File: src/rtl/security_pkg.sv
// security_pkg: shared state encodings, status codes and default command codes.
package security_pkg;
  typedef logic [2:0] state_t;
  localparam state_t S_DISARMED = 3'd0;
  localparam state_t S_EXIT     = 3'd1;
  localparam state_t S_ARMED    = 3'd2;
  localparam state_t S_ENTRY    = 3'd3;
  localparam state_t S_ALARM    = 3'd4;
  localparam state_t S_EMERG    = 3'd5;
  localparam logic [2:0] ST_RESET    = 3'b111;
  localparam logic [2:0] ST_DISARMED = 3'b001;
  localparam logic [2:0] ST_EXIT     = 3'b011;
  localparam logic [2:0] ST_ARMED    = 3'b010;
  localparam logic [2:0] ST_ENTRY    = 3'b101;
  localparam logic [2:0] ST_ALARM    = 3'b100;
  localparam logic [2:0] ST_EMERG    = 3'b110;
  localparam int CMD_DISARM_DEF = 1;
  localparam int CMD_ARM_DEF    = 11;
  localparam int CMD_PANIC_DEF  = 13;
  localparam int CMD_CLEAR_DEF  = 0;
  function automatic logic [2:0] status_of(state_t s);
    return s == S_EXIT  ? ST_EXIT  :
           s == S_ARMED ? ST_ARMED :
           s == S_ENTRY ? ST_ENTRY :
           s == S_ALARM ? ST_ALARM :
           s == S_EMERG ? ST_EMERG : ST_DISARMED;
  endfunction
  function automatic int max3(int a, int b, int c);
    return (a > b ? a : b) > c ? (a > b ? a : b) : c;
  endfunction
endpackage

File: src/rtl/sec_delay_timer.sv
// sec_delay_timer: loadable down-counter that holds at zero, shared by all delays.
module sec_delay_timer #(
  parameter int W = 7
) (
  input  logic         i_Clk,
  input  logic         reset,
  input  logic         clr_i,
  input  logic         load_i,
  input  logic [W-1:0] val_i,
  output logic         zero_o
);
  logic [W-1:0] cnt_q, cnt_d;
  assign zero_o = cnt_q == '0;
  assign cnt_d = clr_i ? '0 : load_i ? val_i : zero_o ? cnt_q : cnt_q - 1'b1;
  always_ff @(posedge i_Clk) begin
    cnt_q <= reset ? '0 : cnt_d;
  end
endmodule

File: src/rtl/security_zone_control.sv
// security_zone_control: keypad/zone alarm FSM with exit, entry and alarm delays.
module security_zone_control
  import security_pkg::*;
#(
  parameter int N_ZONES   = 4,
  parameter int CODE_W    = 4,
  parameter int EXIT_DLY  = 16,
  parameter int ENTRY_DLY = 16,
  parameter int ALARM_TO  = 64,
  parameter int MAX_BAD   = 3,
  parameter logic [CODE_W-1:0] CMD_DISARM = CODE_W'(CMD_DISARM_DEF),
  parameter logic [CODE_W-1:0] CMD_ARM    = CODE_W'(CMD_ARM_DEF),
  parameter logic [CODE_W-1:0] CMD_PANIC  = CODE_W'(CMD_PANIC_DEF),
  parameter logic [CODE_W-1:0] CMD_CLEAR  = CODE_W'(CMD_CLEAR_DEF)
) (
  input  logic               i_Clk,
  input  logic               reset,
  input  logic               i_code_valid,
  input  logic [CODE_W-1:0]  i_code,
  input  logic [N_ZONES-1:0] i_zone,
  input  logic [N_ZONES-1:0] i_zone_mask,
  input  logic               i_panic,
  output logic [2:0]         o_state,
  output logic [2:0]         o_status,
  output logic [N_ZONES-1:0] o_zone_latched,
  output logic               o_buzzer_en,
  output logic               o_led_en
);
  localparam int TW = $clog2(max3(EXIT_DLY, ENTRY_DLY, ALARM_TO)) + 1;
  localparam int BW = $clog2(MAX_BAD + 1);
  state_t state_q, state_d;
  logic [2:0] status_q;
  logic [N_ZONES-1:0] zl_q, zl_d, trip;
  logic [BW-1:0] bad_q, bad_d, bad_inc;
  logic [TW-1:0] tmr_val;
  logic tmr_clr, tmr_ld, tmr_zero;
  logic is_dis, is_arm, is_pnc, is_clr, cmd_ok, inval, panic, watch, bad_hit;
  assign is_dis  = i_code_valid && i_code == CMD_DISARM;
  assign is_arm  = i_code_valid && i_code == CMD_ARM;
  assign is_pnc  = i_code_valid && i_code == CMD_PANIC;
  assign is_clr  = i_code_valid && i_code == CMD_CLEAR;
  assign cmd_ok  = is_dis || is_arm || is_pnc || is_clr;
  assign inval   = i_code_valid && !cmd_ok;
  assign panic   = i_panic || is_pnc;
  assign trip    = i_zone & ~i_zone_mask;
  assign watch   = state_q == S_ARMED || state_q == S_ENTRY;
  assign bad_inc = bad_q == BW'(MAX_BAD) ? bad_q : bad_q + 1'b1;
  assign bad_hit = inval && watch && bad_inc >= BW'(MAX_BAD);
  // Single priority chain; no-op commands fall through to lower-priority events.
  always_comb begin
    state_d = state_q;
    tmr_clr = 1'b0;
    tmr_ld  = 1'b0;
    tmr_val = '0;
    if (state_q > S_EMERG) begin
      state_d = S_DISARMED;
      tmr_clr = 1'b1;
    end else if (panic) begin
      state_d = S_EMERG;
      tmr_clr = 1'b1;
    end else if (is_dis && state_q != S_DISARMED) begin
      state_d = S_DISARMED;
      tmr_clr = 1'b1;
    end else if (is_arm && state_q == S_DISARMED) begin
      state_d = S_EXIT;
      tmr_ld  = 1'b1;
      tmr_val = TW'(EXIT_DLY - 1);
    end else if (state_q == S_ARMED && |trip) begin
      state_d = S_ENTRY;
      tmr_ld  = 1'b1;
      tmr_val = TW'(ENTRY_DLY - 1);
    end else if (tmr_zero && state_q == S_EXIT) begin
      state_d = S_ARMED;
    end else if (tmr_zero && state_q == S_ALARM) begin
      state_d = S_ARMED;
    end else if ((tmr_zero && state_q == S_ENTRY) || bad_hit) begin
      state_d = S_ALARM;
      tmr_ld  = 1'b1;
      tmr_val = TW'(ALARM_TO - 1);
    end
  end
  assign bad_d = (cmd_ok || state_d == S_ALARM || state_q > S_EMERG) ? '0 :
                 (inval && watch) ? bad_inc : bad_q;
  assign zl_d = (state_q == S_DISARMED && is_clr) ? '0 :
                (watch || state_q == S_ALARM) ? zl_q | trip : zl_q;
  always_ff @(posedge i_Clk) begin
    state_q  <= reset ? S_DISARMED : state_d;
    status_q <= reset ? ST_RESET : status_of(state_q);
    zl_q     <= reset ? '0 : zl_d;
    bad_q    <= reset ? '0 : bad_d;
  end
  sec_delay_timer #(.W(TW)) u_tmr (
    .i_Clk (i_Clk),
    .reset (reset),
    .clr_i (tmr_clr),
    .load_i(tmr_ld),
    .val_i (tmr_val),
    .zero_o(tmr_zero)
  );
  assign o_state        = state_q;
  assign o_status       = status_q;
  assign o_zone_latched = zl_q;
  assign o_buzzer_en    = state_q == S_ALARM || state_q == S_EMERG;
  assign o_led_en       = o_buzzer_en || state_q == S_ENTRY;
endmodule

File: config.mk
export PLATFORM = sky130hd
export DESIGN_NAME = security_zone_control
export DESIGN_NICKNAME = d
export VERILOG_FILES = /design/src/rtl/security_pkg.sv /design/src/rtl/sec_delay_timer.sv /design/src/rtl/security_zone_control.sv
export SDC_FILE = /design/constraint.sdc
export NUM_CORES = 1
export LEC_CHECK = 0
export ABC_CLOCK_PERIOD_IN_PS = 2500
export BUFFER_PORTS_ARGS = -buffer_cell sky130_fd_sc_hd__buf_2
export CORE_UTILIZATION = 41
export CTS_CLUSTER_SIZE = 12
export DETAILED_ROUTE_END_ITERATION = 10
export SLEW_MARGIN = 20
export SYNTH_ARGS = -nofsm -noshare
export SYNTH_HDL_FRONTEND = slang
export SYNTH_SLANG_ARGS = --single-unit
File: constraint.sdc
create_clock -name i_Clk -period 2.5 [get_ports i_Clk]
set_input_delay 0.125 -clock i_Clk [delete_from_list [all_inputs] [get_ports i_Clk]]
set_output_delay 0.125 -clock i_Clk [all_outputs]
set_load 0.005 [all_outputs]
-- Yosys cells after proc, flatten, opt, wreduce, memory -nomap -nowiden
Cells that the tools add are included.
- output and inout bits: 12
- register bits after elaboration: 19
- bits of input ports: 16
- logic and storage cells: 96
- multiplexer cells: 35
- add/sub/neg operators: 2
- $lt $le $gt $ge: 2
- equality and inequality tests: 11
- reduce and logical (&&, ||, !) cells: 36
- bitwise logic cells: 3
- operators by type and width (cell ; number):
    6-bit 2-to-1 mux ; 8
    3-bit 2-to-1 mux ; 13
    1-bit logical AND ; 14
    7-bit 2-to-1 mux ; 2
    1-bit logical OR ; 11
    1-bit 2-to-1 mux ; 11
    3-bit equality test (second input constant) ; 3
    4-bit equality test (second input constant) ; 2
    2-bit OR reduction ; 4
    7-bit logical NOT ; 1
    7-bit by 1-bit subtractor with 7-bit output (second input constant) ; 1
    3-bit by 2-bit equality test with 1-bit output (second input constant) ; 2
    4-bit bitwise AND ; 1
    4-bit by 1-bit equality test with 1-bit output (second input constant) ; 1
    4-bit logical NOT ; 1
    4-bit inverter ; 1
    4-bit OR ; 1
    4-bit OR reduction ; 1
    3-bit by 1-bit equality test with 1-bit output (second input constant) ; 1
    3-bit > comparator (second input constant) ; 1
    3-bit logical NOT ; 1
    3-bit nonzero test ; 1
    3-bit OR reduction ; 1
    2-bit by 1-bit adder with 2-bit output (second input constant) ; 1
    5 further kinds ; 5

-- Logic depth before layout (Yosys ltp)
- depth in word-level cells: 22
- gate-level depth with buffers: 7
- gate-level depth less buffers: 7

-- By module
A second synthesis with hierarchy kept.
- cells, all modules: 146
- area total of the unflattened synthesis: 1295.0 um2
- by module, submodules not included (module ; seq. area each (um2) ; instances ; area an instance (um2) ; cells an instance):
    security_zone_control ; 240.2 ; 1 ; 835.8 ; 92
    sec_delay_timer ; 140.1 ; 1 ; 459.2 ; 54

-- Worst setup path before layout
OpenSTA, ideal clock, no wires.
- kind: reg-to-reg
- from: register u_tmr.cnt_q[0]
- to: register u_tmr.cnt_q[4]
- data required time: 2.424 ns
- slack: 0.707 ns
- buffers on the path: 0
- library setup time: 0.076 ns
- clock period less this slack: 1.793 ns
- arrival: 1.718 ns
- cell stages (with the launch flop): 8
- path through: dfxtp_1 inv_1 ha_1 nor4b_2 and4_1 a21oi_2 or4_4 o22ai_1
- cells in the longest elaborated chain, start to end: 12
- elaborated cells on any way between the ends: 25
- those cells by class: 1 x add/sub; 1 x eq/ne; 18 x mux; 5 x reduce/logical
- RTL lines (element ; RTL line ; RTL):
    from (decl) ; sec_delay_timer.sv:12 ; logic [W-1:0] cnt_q, cnt_d;
    from (signal assigned) ; sec_delay_timer.sv:16 ; cnt_q <= reset ? '0 : cnt_d;
    7-bit logical NOT ; sec_delay_timer.sv:13 ; assign zero_o = cnt_q == '0;
    1-bit logical AND ; security_zone_control.sv:76 ; end else if ((tmr_zero && state_q == S_ENTRY) || bad_hit) begin
    1-bit logical OR ; security_zone_control.sv:76 ;
    1-bit 2-to-1 mux or 6-bit 2-to-1 mux (tied branches) ; security_zone_control.sv:76 ;
    1-bit 2-to-1 mux or 6-bit 2-to-1 mux (tied branches) ; security_zone_control.sv:74 ; end else if (tmr_zero && state_q == S_ALARM) begin
    1-bit 2-to-1 mux or 6-bit 2-to-1 mux (tied branches) ; security_zone_control.sv:72 ; end else if (tmr_zero && state_q == S_EXIT) begin
    1-bit 2-to-1 mux or 6-bit 2-to-1 mux (tied branches) ; security_zone_control.sv:68 ; end else if (state_q == S_ARMED && |trip) begin
    1-bit 2-to-1 mux or 6-bit 2-to-1 mux (tied branches) ; security_zone_control.sv:64 ; end else if (is_arm && state_q == S_DISARMED) begin
    1-bit 2-to-1 mux or 6-bit 2-to-1 mux (tied branches) ; security_zone_control.sv:61 ; end else if (is_dis && state_q != S_DISARMED) begin
    1-bit 2-to-1 mux or 6-bit 2-to-1 mux (tied branches) ; security_zone_control.sv:58 ; end else if (panic) begin
    1-bit 2-to-1 mux or 6-bit 2-to-1 mux (tied branches) ; security_zone_control.sv:55 ; if (state_q > S_EMERG) begin
    2-bit by 1-bit != test with 1-bit output (no source line) or 7-bit 2-to-1 mux (tied branches) ; - ;
Several ways; a longest one is shown, not always the timed one. The select of a mux whose other input is x is not followed.
A chain may end at the register's enable or synchronous reset.

-- Worst setup path after layout
- from: register state_q[1], in the netlist o_state[1]
- to: register u_tmr.cnt_q[5]
- cells in the longest elaborated chain, start to end: 14
- elaborated cells on any way between the ends: 39
- those cells by class: 1 x order compare; 5 x eq/ne; 20 x mux; 13 x reduce/logical
- RTL lines (element ; RTL line ; RTL):
    from (decl) ; security_zone_control.sv:31 ; state_t state_q, state_d;
    from (signal assigned) ; security_zone_control.sv:87 ; state_q <= reset ? S_DISARMED : state_d;
    3-bit by 2-bit equality test with 1-bit output, on equally long branches ; security_zone_control.sv:46, security_zone_control.sv:68, security_zone_control.sv:76 ;
    1-bit logical OR ; security_zone_control.sv:46 ; assign watch = state_q == S_ARMED || state_q == S_ENTRY;
    1-bit logical AND (2 in series) ; security_zone_control.sv:48 ; assign bad_hit = inval && watch && bad_inc >= BW'(MAX_BAD);
    1-bit logical OR ; security_zone_control.sv:76 ;
    1-bit 2-to-1 mux or 6-bit 2-to-1 mux (tied branches) ; security_zone_control.sv:76 ;
    1-bit 2-to-1 mux or 6-bit 2-to-1 mux (tied branches) ; security_zone_control.sv:74 ;
    1-bit 2-to-1 mux or 6-bit 2-to-1 mux (tied branches) ; security_zone_control.sv:72 ;
    1-bit 2-to-1 mux or 6-bit 2-to-1 mux (tied branches) ; security_zone_control.sv:68 ;
    1-bit 2-to-1 mux or 6-bit 2-to-1 mux (tied branches) ; security_zone_control.sv:64 ;
    1-bit 2-to-1 mux or 6-bit 2-to-1 mux (tied branches) ; security_zone_control.sv:61 ;
    1-bit 2-to-1 mux or 6-bit 2-to-1 mux (tied branches) ; security_zone_control.sv:58 ;
    1-bit 2-to-1 mux or 6-bit 2-to-1 mux (tied branches) ; security_zone_control.sv:55 ;
    2-bit by 1-bit != test with 1-bit output (no source line) or 7-bit 2-to-1 mux (tied branches) ; - ;
Several ways; a longest one is shown, not always the timed one.

==> key figures <==
Run status
  – Status: finished, final reports clean

Clock tree
  – Sink Count: 19
  – Clock Latency Late Sink: 0.30 ns
  – # Post-CTS Setup Buffers: 0
  – Longest Clk Path Bufs: 2
  – Clock-pin transition on the worst setup and hold timing paths: between 0.1 and 0.15 ns
  – H-tree Lvls: 1
  – Root buffer cell: clkbuf_4
  – Post_cts resized: 0
  – Hold_buf cts: 0
  – CTS tree: built
  – CTS Buf Count: 3

Global routing
  – First-pass GRT wire length: roughly 4.2 mm
  – Largest net degree at the start of global routing: 14
  – Vias in the first global route: just under 900
  – Gr ovfl total: 0
  – Initial antenna violation count: 0
  – Total track usage: 19.8%

Worst setup path
  – Worst Reg-to-Reg Cells: 5
  – Worst flop-to-flop path endpoint: u_tmr.cnt_q[5]
  – Reg-to-Reg Start: o_state[1]
  – Crit Path Category: flip-flop to flip-flop
  – Max stage delay on crit path: 0.57 ns
  – CP endpoint kind: flip-flop
  – CP startpoint: o_state[1]
  – CP Data Arrival Time: ~2.3 ns
  – Critical path required time: 2.69 ns
  – Crit path depth: 5
  – Worst-path cell chain: or3b_2, a41oi_1, nor2b_1, a21oi_1, o22ai_1
  – R2R setup slack: 0.38 ns
  – Buf/Inv on CP: 0
  – Crit path max fanout: 11
  – Startpoint type of the worst setup path: flip-flop
  – Crit path max-delay family: compound AO/OA/AOI/OAI gates
  – Worst path slowest cell: dfxtp_1

Final layout
  – P&R area growth vs syn: 16.6%
  – Storage cell area: 380 um^2
  – Most frequent cells in the layout: buf_2 (27), dfxtp_1 (19), nand2_1 (13), a21oi_1 (12)
  – Final core occ: 52.1%
  – Area occupied by multi-input gates: 718 um^2
  – Filler cell count: 279
  – Final nets: 186
  – Most common cell after layout, fill and taps aside: buf_2
  – ANT cells: 0
  – Layout cells sized above 1: between 20% and 30%
  – Final Cell Area: approximately 1300 um^2
  – Finished Layout Cells: 198

Yosys
  – Synth Warn #: 0
  – Register area share after synthesis: between 30% and 40%
  – Asr flop ratio synth: 0%
  – Synth Cell Area: 1150 um^2
  – Synth Flop Type: dfxtp_1
  – Flop and latch count out of synthesis: 19
  – Synth cell types: 44
  – Synthesized Nets: 155
  – Post-synth EDFFs: 0
  – Synthesized area per cell: about 8.3 um^2
  – Mapped Cells: between 100 and 150

Die
  – Die Ht: around 55 um
  – Core Box Area: roughly 2600 um^2
  – Io pins: 28
  – Initial Utilization: 44.7%
  – Die W: 54.9 um
  – Die ar.: between 3000 and 4000 um^2
  – # rows: 18

Routing
  – DR vias/cell: about 5.6
  – WL final: 2.71 mm
  – Initial drt markers: 28
  – Via count: 1,118
  – DRC: 0
  – DR pass1 iterations: 4
  – DRT antenna net count: 0
  – Avg WL per Cell: 13.7 um

Placed design
  – Buffers on Ports: 27
  – Placed inst area: 1310 um^2
  – DP HPWL: roughly 2.1 mm
  – Placed Cells: 194
  – GP Congestion: 0.855

Timing
  – Final setup fails: 0
  – Worst-Margin Slew: 0.683 ns
  – Slew headroom: 53.9%
  – Part of the cycle the worst path needs: 84.7%
  – Clock skew: about 0.0059 ns
  – Max Clk Rate: 472 MHz
  – Crit path time final: about 2.1 ns
  – Worst hold margin: 0.0768 ns
  – RSZ-0062 raised after global routing: no
  – Endpoints failing hold: 0
  – Final setup TNS: 0 ns
  – Max-slew violations: 0

Power
  – Power density cells: 1090 nW/um^2
  – LEAKAGE: 0.564 nW
  – Pint: 0.000811 W
  – Logic pwr share: 55.0%
  – Clock power frac: 11.7%
  – Worst VDD drop: 0.000528 V
  – Register share of total power: 33.3%
  – Switch share: 44.6%
  – Switching pwr: 0.000652 W

Hold path
  – Hold path depth: 3
  – Hold Crit Class: primary input to flip-flop
  – Min-delay src: reset
  – Hold EP: o_status[1]

Flow run
  – Max-cap violations: 0
## cell usage after synthesis (2+ instances only)
cell      count  area share (%)
nor2_1        6             2.0
o311ai_0      2             1.5
o21a_1        5             3.3
o31ai_1       2             1.3
nor4b_1       2             1.5
or2b_1        2             1.3
nor2b_1       4             2.2
or2_2         2             1.1
dfxtp_1      19              33
or3_1         2             1.1
and4b_1       3             2.6
a31oi_1       3             1.6
inv_1         6             2.0
nand2b_1      7             3.8
xnor2_1       2             1.5
o22ai_1       3             1.6
a21o_1        2             1.3
nand2_1      13             4.2
nand3_1       3             1.3
nand3b_1      3             2.0
a21oi_1      12             5.2
o21ai_0       6             2.6
buf_6         2             2.0
nor3_1        7             3.0
## registers in the layout (all words and copies together) (netlist names)
register,cells
bad_q,2
o_state,3
o_zone_latched,4
o_status,3
u_tmr.cnt_q,7
## worst register-to-register path: cells and delay by family (launching register included)
family           cells  cell delay [ns]
AND/OR/NAND/NOR      2             0.66
flip-flops           1             0.57
AO/OA/AOI/OAI        3             0.78
## per-layer routing
metal  global-route usage, %  vias up  part of all wire (%)
met3                    2.73        2                   3.9
met1                    31.3      518                    52
li1                        -      572                     -
met4                    6.25        0                  0.48
met5                       0        -                     0
met2                    26.9       26                    43
## cell families (layout without fill, tap and decap cells)
family / count (synthesis) / count (layout) / synth area share [%]
buffers and inverters: 9 / 39 / 4.36
AO/OA/AOI/OAI: 43 / 43 / 24.6
flip-flops: 19 / 19 / 33.1
adder cells (fa/ha/maj): 1 / 1 / 1.09
AND/OR/NAND/NOR: 63 / 63 / 34.5
XOR/XNOR: 3 / 3 / 2.29
## per-stage QoR
| stage | power, W | setup slack, ns |
|---|---|---|
| after CTS | 0.00146 | 0.419 |
| after detailed placement | 0.00129 | 0.438 |
| final | 0.00146 | 0.383 |
| after global placement | 0.00129 | 0.468 |
| after global routing | 0.00160 | 0.285 |
| after floorplan | 0.00109 | 0.707 |
## worst max-delay path by stage
stage	slack, ns	end
2_1_floorplan	0.71	u_tmr.cnt_q[4]
3_3_place_gp	0.47	u_tmr.cnt_q[4]
3_5_place_dp	0.44	u_tmr.cnt_q[5]
4_1_cts	0.42	u_tmr.cnt_q[5]
5_1_grt	0.29	u_tmr.cnt_q[4]
6_report	0.38	u_tmr.cnt_q[5]
## power by group through the flow
stage                     sequential, W  clock (W)  combinational, W
after floorplan                0.000452          0          0.000642
after global placement         0.000487          0          0.000804
after detailed placement       0.000492          0          0.000800
after CTS                      0.000485   0.000174          0.000802
after global routing           0.000501   0.000191          0.000905
final                          0.000487   0.000171          0.000805
## cell type report
type | instances | area share [%]
multi-input cells | 110 | 53.6
clock buffers | 3 | 1.68
well taps | 30 | 2.80
flip-flops and latches | 19 | 28.4
repair buffers | 29 | 11.2
inverters | 6 | 1.68
clock inverters | 1 | 0.561
No activity file was read; power rests on OpenSTA's default activity.
